[src/rtl/wb_matvec_engine.sv]
// wb_matvec_engine
//   Wishbone slave holding a ROWS x COLS matrix A and a COLS vector x in
//   local registers. It computes y = A*x with one multiply-accumulate per
//   cycle. Software drives it with START, polls BUSY/DONE, or waits for irq_o.
//   Operands can be signed or unsigned, and results can optionally saturate
//   to the element range.
//
//   Address map (byte address, [11:10] region, [9:2] index):
//     0x000 CTRL   : b0 START (write-1, reads 0), b1 SIGNED, b2 SAT, b3 IRQ_EN
//     0x004 STATUS : b0 BUSY (RO), b1 DONE (W1C), b2 ERR (W1C)
//     0x400 A[i]   : row-major, i = r*COLS + c
//     0x800 x[i]
//     0xC00 y[i]   : read-only results
//
// Ports
//   wb_clk_i / wb_rst_i    : bus clock, async active-high reset
//   wbs_cyc_i .. wbs_dat_i : Wishbone slave request (sel[0] gates writes)
//   wbs_ack_o / wbs_dat_o  : registered single-cycle ack with read data
//   irq_o                  : DONE & IRQ_EN
module wb_matvec_engine #(
  parameter int ROWS      = 4,
  parameter int COLS      = 4,
  parameter int WIDTH     = 8,
  parameter int ACC_WIDTH = 2*WIDTH + $clog2(COLS)
) (
  input  logic        wb_clk_i,
  input  logic        wb_rst_i,
  input  logic        wbs_cyc_i,
  input  logic        wbs_stb_i,
  input  logic        wbs_we_i,
  input  logic [3:0]  wbs_sel_i,
  input  logic [31:0] wbs_adr_i,
  input  logic [31:0] wbs_dat_i,
  output logic        wbs_ack_o,
  output logic [31:0] wbs_dat_o,
  output logic        irq_o
);

  localparam int NELEM = ROWS * COLS;
  localparam int AIW   = (NELEM > 1) ? $clog2(NELEM) : 1;
  localparam int RW    = (ROWS > 1)  ? $clog2(ROWS)  : 1;
  localparam int CW    = (COLS > 1)  ? $clog2(COLS)  : 1;

  // Saturation bounds, held in 33 bits so every 32-bit accumulator value
  // compares correctly in both modes.
  localparam logic signed [32:0] SMAX = 33'((2**(WIDTH-1)) - 1);
  localparam logic signed [32:0] SMIN = -SMAX - 33'sd1;
  localparam logic        [32:0] UMAX = 33'((2**WIDTH) - 1);

  typedef enum logic {IDLE, RUN} state_e;
  state_e state, state_nxt;

  logic [WIDTH-1:0] mat_a [NELEM];
  logic [WIDTH-1:0] vec_x [COLS];
  logic [31:0]      vec_y [ROWS];

  logic                 ctrl_signed, ctrl_sat, ctrl_irq_en;
  logic                 run_signed, run_sat;
  logic                 done, err;
  logic [RW-1:0]        r_cnt;
  logic [CW-1:0]        c_cnt;
  logic [AIW-1:0]       a_ptr;
  logic [ACC_WIDTH-1:0] acc;

  // ---------------- bus decode ----------------
  logic [1:0] region;
  logic [7:0] idx;
  logic       bus_req, wr_en, busy;
  logic       wr_ctrl, wr_status, wr_a, wr_x;
  logic       a_hit, x_hit, y_hit;
  logic       start_go, busy_err, c_last, r_last, finish;

  assign region    = wbs_adr_i[11:10];
  assign idx       = wbs_adr_i[9:2];
  // The ~ack term keeps one request from being seen twice while the master
  // is still holding cyc/stb during the ack cycle.
  assign bus_req   = wbs_cyc_i & wbs_stb_i & ~wbs_ack_o;
  assign wr_en     = bus_req & wbs_we_i & wbs_sel_i[0];
  assign busy      = (state == RUN);

  assign wr_ctrl   = wr_en && region == 2'b00 && idx == 8'd0;
  assign wr_status = wr_en && region == 2'b00 && idx == 8'd1;
  assign wr_a      = wr_en && region == 2'b01;
  assign wr_x      = wr_en && region == 2'b10;

  assign a_hit     = int'(idx) < NELEM;
  assign x_hit     = int'(idx) < COLS;
  assign y_hit     = int'(idx) < ROWS;

  assign start_go  = wr_ctrl & wbs_dat_i[0] & ~busy;
  // Any A/x write, or START, during a run is rejected and flagged.
  assign busy_err  = busy & ((wr_ctrl & wbs_dat_i[0]) | wr_a | wr_x);

  assign c_last    = (c_cnt == CW'(COLS - 1));
  assign r_last    = (r_cnt == RW'(ROWS - 1));
  assign finish    = busy & c_last & r_last;

  assign irq_o     = done & ctrl_irq_en;

  // ---------------- MAC datapath ----------------
  logic        [WIDTH-1:0]     a_el, x_el;
  logic signed [2*WIDTH-1:0]   prod_s;
  logic        [2*WIDTH-1:0]   prod_u;
  logic        [ACC_WIDTH-1:0] prod_ext, sum;
  logic signed [32:0]          sum_s;
  logic        [32:0]          sum_u;
  logic        [31:0]          y_post;

  assign a_el     = mat_a[a_ptr];
  assign x_el     = vec_x[c_cnt];
  assign prod_s   = $signed(a_el) * $signed(x_el);
  assign prod_u   = a_el * x_el;
  assign prod_ext = run_signed ? ACC_WIDTH'(prod_s) : ACC_WIDTH'(prod_u);
  assign sum      = acc + prod_ext;
  assign sum_s    = 33'($signed(sum));
  assign sum_u    = 33'(sum);

  // NOTE: every output of a combinational block gets a default first, so no
  // path through the if/case can leave it unassigned and infer a latch.
  always_comb begin
    y_post = '0;
    if (run_signed) begin
      y_post = sum_s[31:0];
      if (run_sat && sum_s > SMAX) y_post = SMAX[31:0];
      if (run_sat && sum_s < SMIN) y_post = SMIN[31:0];
    end else begin
      y_post = sum_u[31:0];
      if (run_sat && sum_u > UMAX) y_post = UMAX[31:0];
    end
  end

  // ---------------- FSM ----------------
  always_comb begin
    state_nxt = state;
    case (state)
      IDLE:    if (start_go) state_nxt = RUN;
      RUN:     if (c_last && r_last) state_nxt = IDLE;
      default: state_nxt = IDLE;
    endcase
  end

  // NOTE: sequential state is assigned with <= so that every flop samples
  // values from before the edge, whatever order the statements are in.
  always_ff @(posedge wb_clk_i or posedge wb_rst_i) begin
    if (wb_rst_i) state <= IDLE;
    else          state <= state_nxt;
  end

  always_ff @(posedge wb_clk_i or posedge wb_rst_i) begin
    if (wb_rst_i) begin
      r_cnt      <= '0;
      c_cnt      <= '0;
      a_ptr      <= '0;
      acc        <= '0;
      run_signed <= 1'b0;
      run_sat    <= 1'b0;
    end else if (start_go) begin
      r_cnt      <= '0;
      c_cnt      <= '0;
      a_ptr      <= '0;
      acc        <= '0;
      run_signed <= wbs_dat_i[1];
      run_sat    <= wbs_dat_i[2];
    end else if (busy) begin
      a_ptr <= a_ptr + 1'b1;
      if (c_last) begin
        acc   <= '0;
        c_cnt <= '0;
        r_cnt <= r_last ? '0 : r_cnt + 1'b1;
      end else begin
        acc   <= sum;
        c_cnt <= c_cnt + 1'b1;
      end
    end
  end

  // ---------------- registers, buffers, bus response ----------------
  always_ff @(posedge wb_clk_i or posedge wb_rst_i) begin
    if (wb_rst_i) begin
      ctrl_signed <= 1'b0;
      ctrl_sat    <= 1'b0;
      ctrl_irq_en <= 1'b0;
      done        <= 1'b0;
      err         <= 1'b0;
    end else begin
      if (wr_ctrl) begin
        ctrl_signed <= wbs_dat_i[1];
        ctrl_sat    <= wbs_dat_i[2];
        ctrl_irq_en <= wbs_dat_i[3];
      end
      // Hardware set wins over a software W1C landing on the same edge.
      if (finish)                          done <= 1'b1;
      else if (start_go)                   done <= 1'b0;
      else if (wr_status && wbs_dat_i[1])  done <= 1'b0;
      if (busy_err)                        err  <= 1'b1;
      else if (wr_status && wbs_dat_i[2])  err  <= 1'b0;
    end
  end

  // NOTE: the operand and result buffers are cleared by reset because
  // software may read them back before ever writing them.
  always_ff @(posedge wb_clk_i or posedge wb_rst_i) begin
    if (wb_rst_i) begin
      for (int i = 0; i < NELEM; i++) mat_a[i] <= '0;
      for (int i = 0; i < COLS; i++)  vec_x[i] <= '0;
      for (int i = 0; i < ROWS; i++)  vec_y[i] <= '0;
    end else begin
      if (wr_a && a_hit && !busy) mat_a[idx[AIW-1:0]] <= wbs_dat_i[WIDTH-1:0];
      if (wr_x && x_hit && !busy) vec_x[idx[CW-1:0]]  <= wbs_dat_i[WIDTH-1:0];
      if (busy && c_last)         vec_y[r_cnt]        <= y_post;
    end
  end

  logic [31:0] rd_data;
  always_comb begin
    rd_data = '0;
    case (region)
      2'b00: begin
        if (idx == 8'd0)      rd_data = {28'd0, ctrl_irq_en, ctrl_sat, ctrl_signed, 1'b0};
        else if (idx == 8'd1) rd_data = {29'd0, err, done, busy};
      end
      2'b01:   if (a_hit) rd_data = 32'(mat_a[idx[AIW-1:0]]);
      2'b10:   if (x_hit) rd_data = 32'(vec_x[idx[CW-1:0]]);
      default: if (y_hit) rd_data = vec_y[idx[RW-1:0]];
    endcase
  end

  always_ff @(posedge wb_clk_i or posedge wb_rst_i) begin
    if (wb_rst_i) begin
      wbs_ack_o <= 1'b0;
      wbs_dat_o <= '0;
    end else begin
      wbs_ack_o <= bus_req;
      wbs_dat_o <= (bus_req && !wbs_we_i) ? rd_data : '0;
    end
  end

  // Address, lane and data bits this slave never decodes.
  logic unused_bits;
  assign unused_bits = ^{wbs_adr_i[31:12], wbs_adr_i[1:0], wbs_sel_i[3:1], wbs_dat_i};

endmodule
[config.mk]
export PLATFORM = sky130hd
export DESIGN_NAME = wb_matvec_engine
export DESIGN_NICKNAME = d
export VERILOG_FILES = /design/src/rtl/wb_matvec_engine.sv
export SDC_FILE = /design/constraint.sdc
export NUM_CORES = 1
export LEC_CHECK = 0
export ABC_AREA = 1
export BUFFER_PORTS_ARGS = -buffer_cell sky130_fd_sc_hd__buf_2
export CORE_AREA = 2 2 223 225
export CTS_CLUSTER_SIZE = 25
export DETAILED_ROUTE_END_ITERATION = 8
export DIE_AREA = 0 0 225 227
export PLACE_DENSITY = 0.62
export SYNTH_ARGS = -nofsm -noshare
export SYNTH_HDL_FRONTEND = slang
export SYNTH_SLANG_ARGS = --single-unit
[constraint.sdc]
create_clock -name wb_clk_i -period 11.1 [get_ports wb_clk_i]
set_input_delay 0.555 -clock wb_clk_i [delete_from_list [all_inputs] [get_ports wb_clk_i]]
set_output_delay 0.555 -clock wb_clk_i [all_outputs]
set_load 0.02 [all_outputs]
; Yosys cells after proc, flatten, opt, wreduce, memory -nomap -nowiden
; Cells that the tools add are included.
[classes]
addsub = 4
magnitude_cmp = 13
n_mux = 56
eq_ne = 5
n_reduce_logical = 29
mul = 2
bitwise = 19
[op_table]
columns = cell, n
row1 = $bwmux 128, 2
row2 = $mux 32, 8
row3 = $mux 8, 12
row4 = $pmux 32 s3, 1
row5 = $mux 18, 5
row6 = $bmux 32 s2, 1
row7 = $bmux 8 s4, 2
row8 = $demux 32 s2, 1
row9 = $gt 18x8->1 const B, 2
row10 = $bmux 8 s2, 2
row11 = $bwmux 32, 1
row12 = $demux 8 s4, 1
row13 = $mul 8x8->16, 2
row14 = $logic_and 1x1->1, 20
row15 = $add 18x18->18, 1
row16 = $lt 18x8->1 const B, 1
row17 = $demux 8 s2, 1
row18 = $mux 2, 7
row19 = $mux 4, 3
row20 = $and 1x1->1, 10
row21 = $ge 5x5->1 const B, 2
row22 = $not 4->5, 2
row23 = $ge 3x3->1 const B, 3
row24 = $not 2->3, 3
row25 = other kinds (20), 35
[totals]
output_inout_bits = 34
reg_bits = 355
wordCells = 166

; Logic depth before layout (Yosys ltp)
[logic_depth]
word_depth = 13
depth_mapped = 50
depth_no_buf = 47

; Least setup slack after synthesis
; No wires, ideal clock.
[synth_timing]
path_kind = register to register
from = reg a_ptr[0]
to = reg vec_y[32] in the netlist's numbering
path_slack_ps = 3797
path_stages_with_launch = 49
setup_time_ps = 117
arrival_ps = 7186
synth_period_minus_slack_ps = 7303
path_cell_list = dfrtp_1 -> inv_1 -> clkbuf_1 -> clkbuf_1 -> nor2_1 -> o221ai_1 -> o211ai_1 -> nand2_1 -> inv_1 -> nor2_1 -> inv_1 -> fa_1 -> fa_1 -> inv_1 -> fa_1 -> inv_1 -> fa_1 -> inv_1 -> (+13 left out) -> nand2_1 -> nand2_1 -> ha_1 -> a21oi_1 -> o21ai_0 -> a21oi_1 -> nand2_1 -> xor2_2 -> inv_1 -> nor2_2 -> nand3_1 -> nand2_2 -> buf_4 -> nand2_1 -> nand2_1 -> nand2_1 -> nand2_1 -> nand2_1
[synth_via]
elab_chain_cells = 13
[synth_lines]
columns = element, line
row1 = "start, declared", 62  ; logic [AIW-1:0] a_ptr;
row2 = "start signal, assigned", 165  ; a_ptr <= a_ptr + 1'b1;
row3 = $not 4->5 (implied by the code) *, 109  ; assign a_el = mat_a[a_ptr];
row4 = $bmux 8 s4 *, 109
row5 = $mux 8 (implied by the code) * (2 in a row), 109
row6 = "$mul 8x8->16, on equally long branches", "112, 111"
row7 = $mux 18 *, 113  ; assign prod_ext = run_signed ? ACC_WIDTH'(prod_s) : ACC_WIDTH'(prod_u);
row8 = $add 18x18->18 *, 114  ; assign sum = acc + prod_ext;
row9 = $gt 18x8->1, 124  ; if (run_sat && sum_s > SMAX) y_post = SMAX[31:0];
row10 = $logic_and 1x1->1, 124
row11 = $mux 32, 124
row12 = $mux 32, 125  ; if (run_sat && sum_s < SMIN) y_post = SMIN[31:0];
row13 = $mux 32 *, 122  ; if (run_signed) begin
row14 = $bwmux 128 *, 210  ; if (busy && c_last) vec_y[r_cnt] <= y_post;
row15 = "end signal, assigned by index", 210
row16 = "end, declared", 55  ; logic [31:0] vec_y [ROWS];
; Every way passes the cells marked *; elsewhere a longest branch is shown, timed or not. The select of a mux whose other input is x is not followed.
; A chain may end at the register's enable or synchronous reset.

; Final worst setup path
[layout_timing]
from = reg a_ptr[1]
to = reg vec_y[4] in the netlist's numbering
; Same word-level chain as after synthesis.

==> flow_metrics.py <==
metrics = {
    "logic_synthesis": {
        "synth_top_area_share": 0.375,
        "netlist_area_mm2": 0.0193,
        "synth_area_per_cell_um2": 7.72,
        "yosysSeqAreaShare": 0.375,
        "ys_top_cells_by_count": "nand2_1 (694), dfrtp_1 (290), inv_1 (288), o21ai_0 (286), nor2_1 (183)",
        "synth_area_leader_cell": "dfrtp_1",
        "synth-edff-count": 0,
        "ys_seq_elements": 290,
        "ys_types": 43,
        "yosysMostFrequentCell": "nand2_1",
        "synth_nets": 2744,
        "async_reset_ff_frac": 1.00,
        "yosysWarnings": 0,
        "synth_ff_type": "dfrtp_1",
        "synth.area.top_cells": "dfrtp_1 (38%), nand2_1 (13%), fa_1 (8.9%)",
        "syn_inst": 2504,
    },
    "global_route": {
        "track_usage": 0.236,
        "antenna_found_initial": 2,
        "grt_overflow": 0,
        "grt_pass1_vias": 16951,
        "grt_pass1_wl_um": 94900,
        "grt_start_max_net_pins": 148,
    },
    "cts": {
        "path_clk_slew_ps": 60,
        "htreeDepth": 1,
        "cts_tree": "done",
        "numCtsBuffers": 30,
        "cts_hold_buf": 0,
        "cts.repair.resized": 0,
        "cts.sinks": 290,
        "postCtsSetupRepairBufs": 0,
        "cts-root-buf": "clkbuf_16",
        "clockBufferDepth": 3,
        "clk_latency_ps": 600,
    },
    "sta": {
        "tns_ps": 0,
        "finClkSkew_ps": 35.4,
        "timing.fmax_ghz": 0.104,
        "rsz0062_at_grt": "false",
        "tightest_slew_ps": 1190,
        "slew_headroom": 0.207,
        "hold_viol_final": 0,
        "period_minus_slack_ps": 9610,
        "slew_viol_final": 0,
        "setup_viol": 0,
        "period_share": 0.865,
    },
    "worst_setup_path": {
        "critical_path_arrival_ps": 10120,
        "crit_top_cell": "nand2_1",
        "critPathKind": "reg -> reg",
        "critical_path.startpoint_type": "register",
        "slowest_delay_ps": 580,
        "cp_data_required_time_ps": 11610,
        "critPathMaxFanout": 34,
        "reg2reg_depth": 44,
        "crit_slowest_cell": "a21oi_4",
        "worstSetupEndpointType": "register",
    },
    "route": {
        "drt_pass1_iterations": 6,
        "drc_errors": 0,
        "detail_route.wl_per_cell_um": 18.9,
        "drtAntennaViolNets": 0,
        "dr_wl_met3_um": 4500,
        "dr.first_iter.drc_count": 1832,
        "met1Wirelength_um": 26500,
        "met2_length_um": 26200,
        "totalWireLength_um": 59200,
        "viasPerCell": 5.54,
        "top_layer": "met4",
        "route.vias.total": 17293,
    },
    "final_layout": {
        "syn_to_final_growth_pct": 8.58,
        "layout-drive-gt1-share": 0.0636,
        "fin_nets": 2716,
        "fillers": 4852,
    },
    "run": {
        "drv_cap": 0,
    },
    "floorplan": {
        "initial_core_util": 0.398,
        "die_width_um": 225,
        "die_y_um": 227,
        "boundaryPins": 107,
        "rows": 81,
        "die_area_mm2": 0.0511,
        "core-area_mm2": 0.0485,
    },
    "place": {
        "hpwlAfterDp_um": 39800,
        "portBuffers": 57,
        "gp_congestion": 0.907,
    },
    "outcome": {
        "status": "completed",
    },
    "pwr": {
        "power_leakage_nw": 10.2,
        "switching_share": 0.258,
        "internal_power_mw": 1.69,
        "power.total_mw": 2.27,
        "ir_drop_uv": 148,
        "p_switching_mw": 0.585,
        "pwr_density_cell_mw_per_mm2": 108,
        "seq_power_share": 0.467,
        "clkPwrFrac": 0.461,
        "combPwrFrac": 0.071,
    },
    "worst_hold_path": {
        "hold_path_class": "in -> async",
    },
}
[cells in the final DEF (no fill, tap or decap), types with 30 or more instances in the layout]
master / synthesis / final
nand2_1: 694 / 694
dfrtp_1: 290 / 289
inv_1: 288 / 286
o21ai_0: 286 / 286
nor2_1: 183 / 181
nand3_1: 113 / 113
a22oi_1: 90 / 90
fa_1: 86 / 86
ha_1: 81 / 81
a21oi_1: 73 / 73
buf_2: 3 / 57
clkbuf_16: 0 / 30
[per-stage QoR]
stage / hold WS [ps] / std cells / worst slack [ps] / util / instance area (µm²)
floorplan: 449 / 2504 / 2540 / - / 19300
global placement: 462 / 3066 / 1880 / 0.412 / 20000
detailed placement: 465 / 3066 / 1720 / 0.412 / 20000
CTS: 194 / 3121 / 1660 / 0.433 / 21000
global route: 224 / 3122 / 812 / 0.433 / 21000
finish: 135 / 3123 / 1490 / 0.433 / 21000
[flip-flops by register name, indices dropped and copies added (netlist names), 2 cells and up]
name	flops
a_ptr	4
acc	18
c_cnt	2
mat_a	128
r_cnt	2
vec_x	32
vec_y	76
wbs_dat_o	19
[critical path, delay by kind of cell (launching register included)]
kind	cells	cell delay [ps]
xor+xnor	1	390
compound gates	9	2250
fa+ha+maj	6	2700
flops	1	360
buf+inv	9	1330
simple gates	19	2470
[power groups by stage]
stage                     registers [mW]  clock network (mW)  logic, mW
after global routing                1.06                1.10      0.176
after CTS                           1.06                1.06      0.159
after floorplan                     1.08                   0     0.0980
after global placement              1.08                   0      0.156
final                               1.06                1.05      0.162
after detailed placement            1.08                   0      0.159
[cell type report]
class | count | area [µm²] | area share
multi-input combinational | 1786 | 10400 | 0.496
sequential | 290 | 7260 | 0.346
inverter | 298 | 1130 | 0.0536
clock buffer | 39 | 865 | 0.0412
tap | 622 | 778 | 0.0371
timing repair buffer | 70 | 395 | 0.0188
clock inverter | 16 | 153 | 0.00727
antenna | 2 | 5.00 | 0.000238
[final timing paths]
kind / from / slack, ps / end
hold reg to reg: vec_y[12]$_DFFE_PP0P_ / 480 / vec_y[12]$_DFFE_PP0P_
max in group asynchronous: wb_rst_i / 9170 / a_ptr[0]$_DFFE_PP0P_
min in group wb_clk_i: wbs_stb_i / 210 / wbs_ack_o$_DFF_PP0_
setup reg to reg: a_ptr[1]$_DFFE_PP0P_ / 1490 / vec_y[4]$_DFFE_PP0P_
hold / removal: wb_rst_i / 130 / wbs_dat_o[2]$_DFF_PP0_
setup / recovery: a_ptr[1]$_DFFE_PP0P_ / 1490 / vec_y[4]$_DFFE_PP0P_
[layer usage]
layer / global-route usage / up-vias
met2: 0.369 / 720
met5: 0 / -
met1: 0.337 / 8335
li1: - / 8122
met3: 0.0338 / 116
met4: 0.0780 / 0
[cells by family (layout without fill, tap and decap cells)]
family,after synthesis,count (layout),synth area share
other,0,2,0
adders and majority gates,167,167,0.141
DFF,290,290,0.375
and+or+nand+nor,1043,1043,0.217
buffers and inverters,428,423,0.0868
xor gates and xnor gates,13,13,0.00628
AOI/OAI and AO/OA,563,563,0.173
No activity file was read; power rests on OpenSTA's default activity.
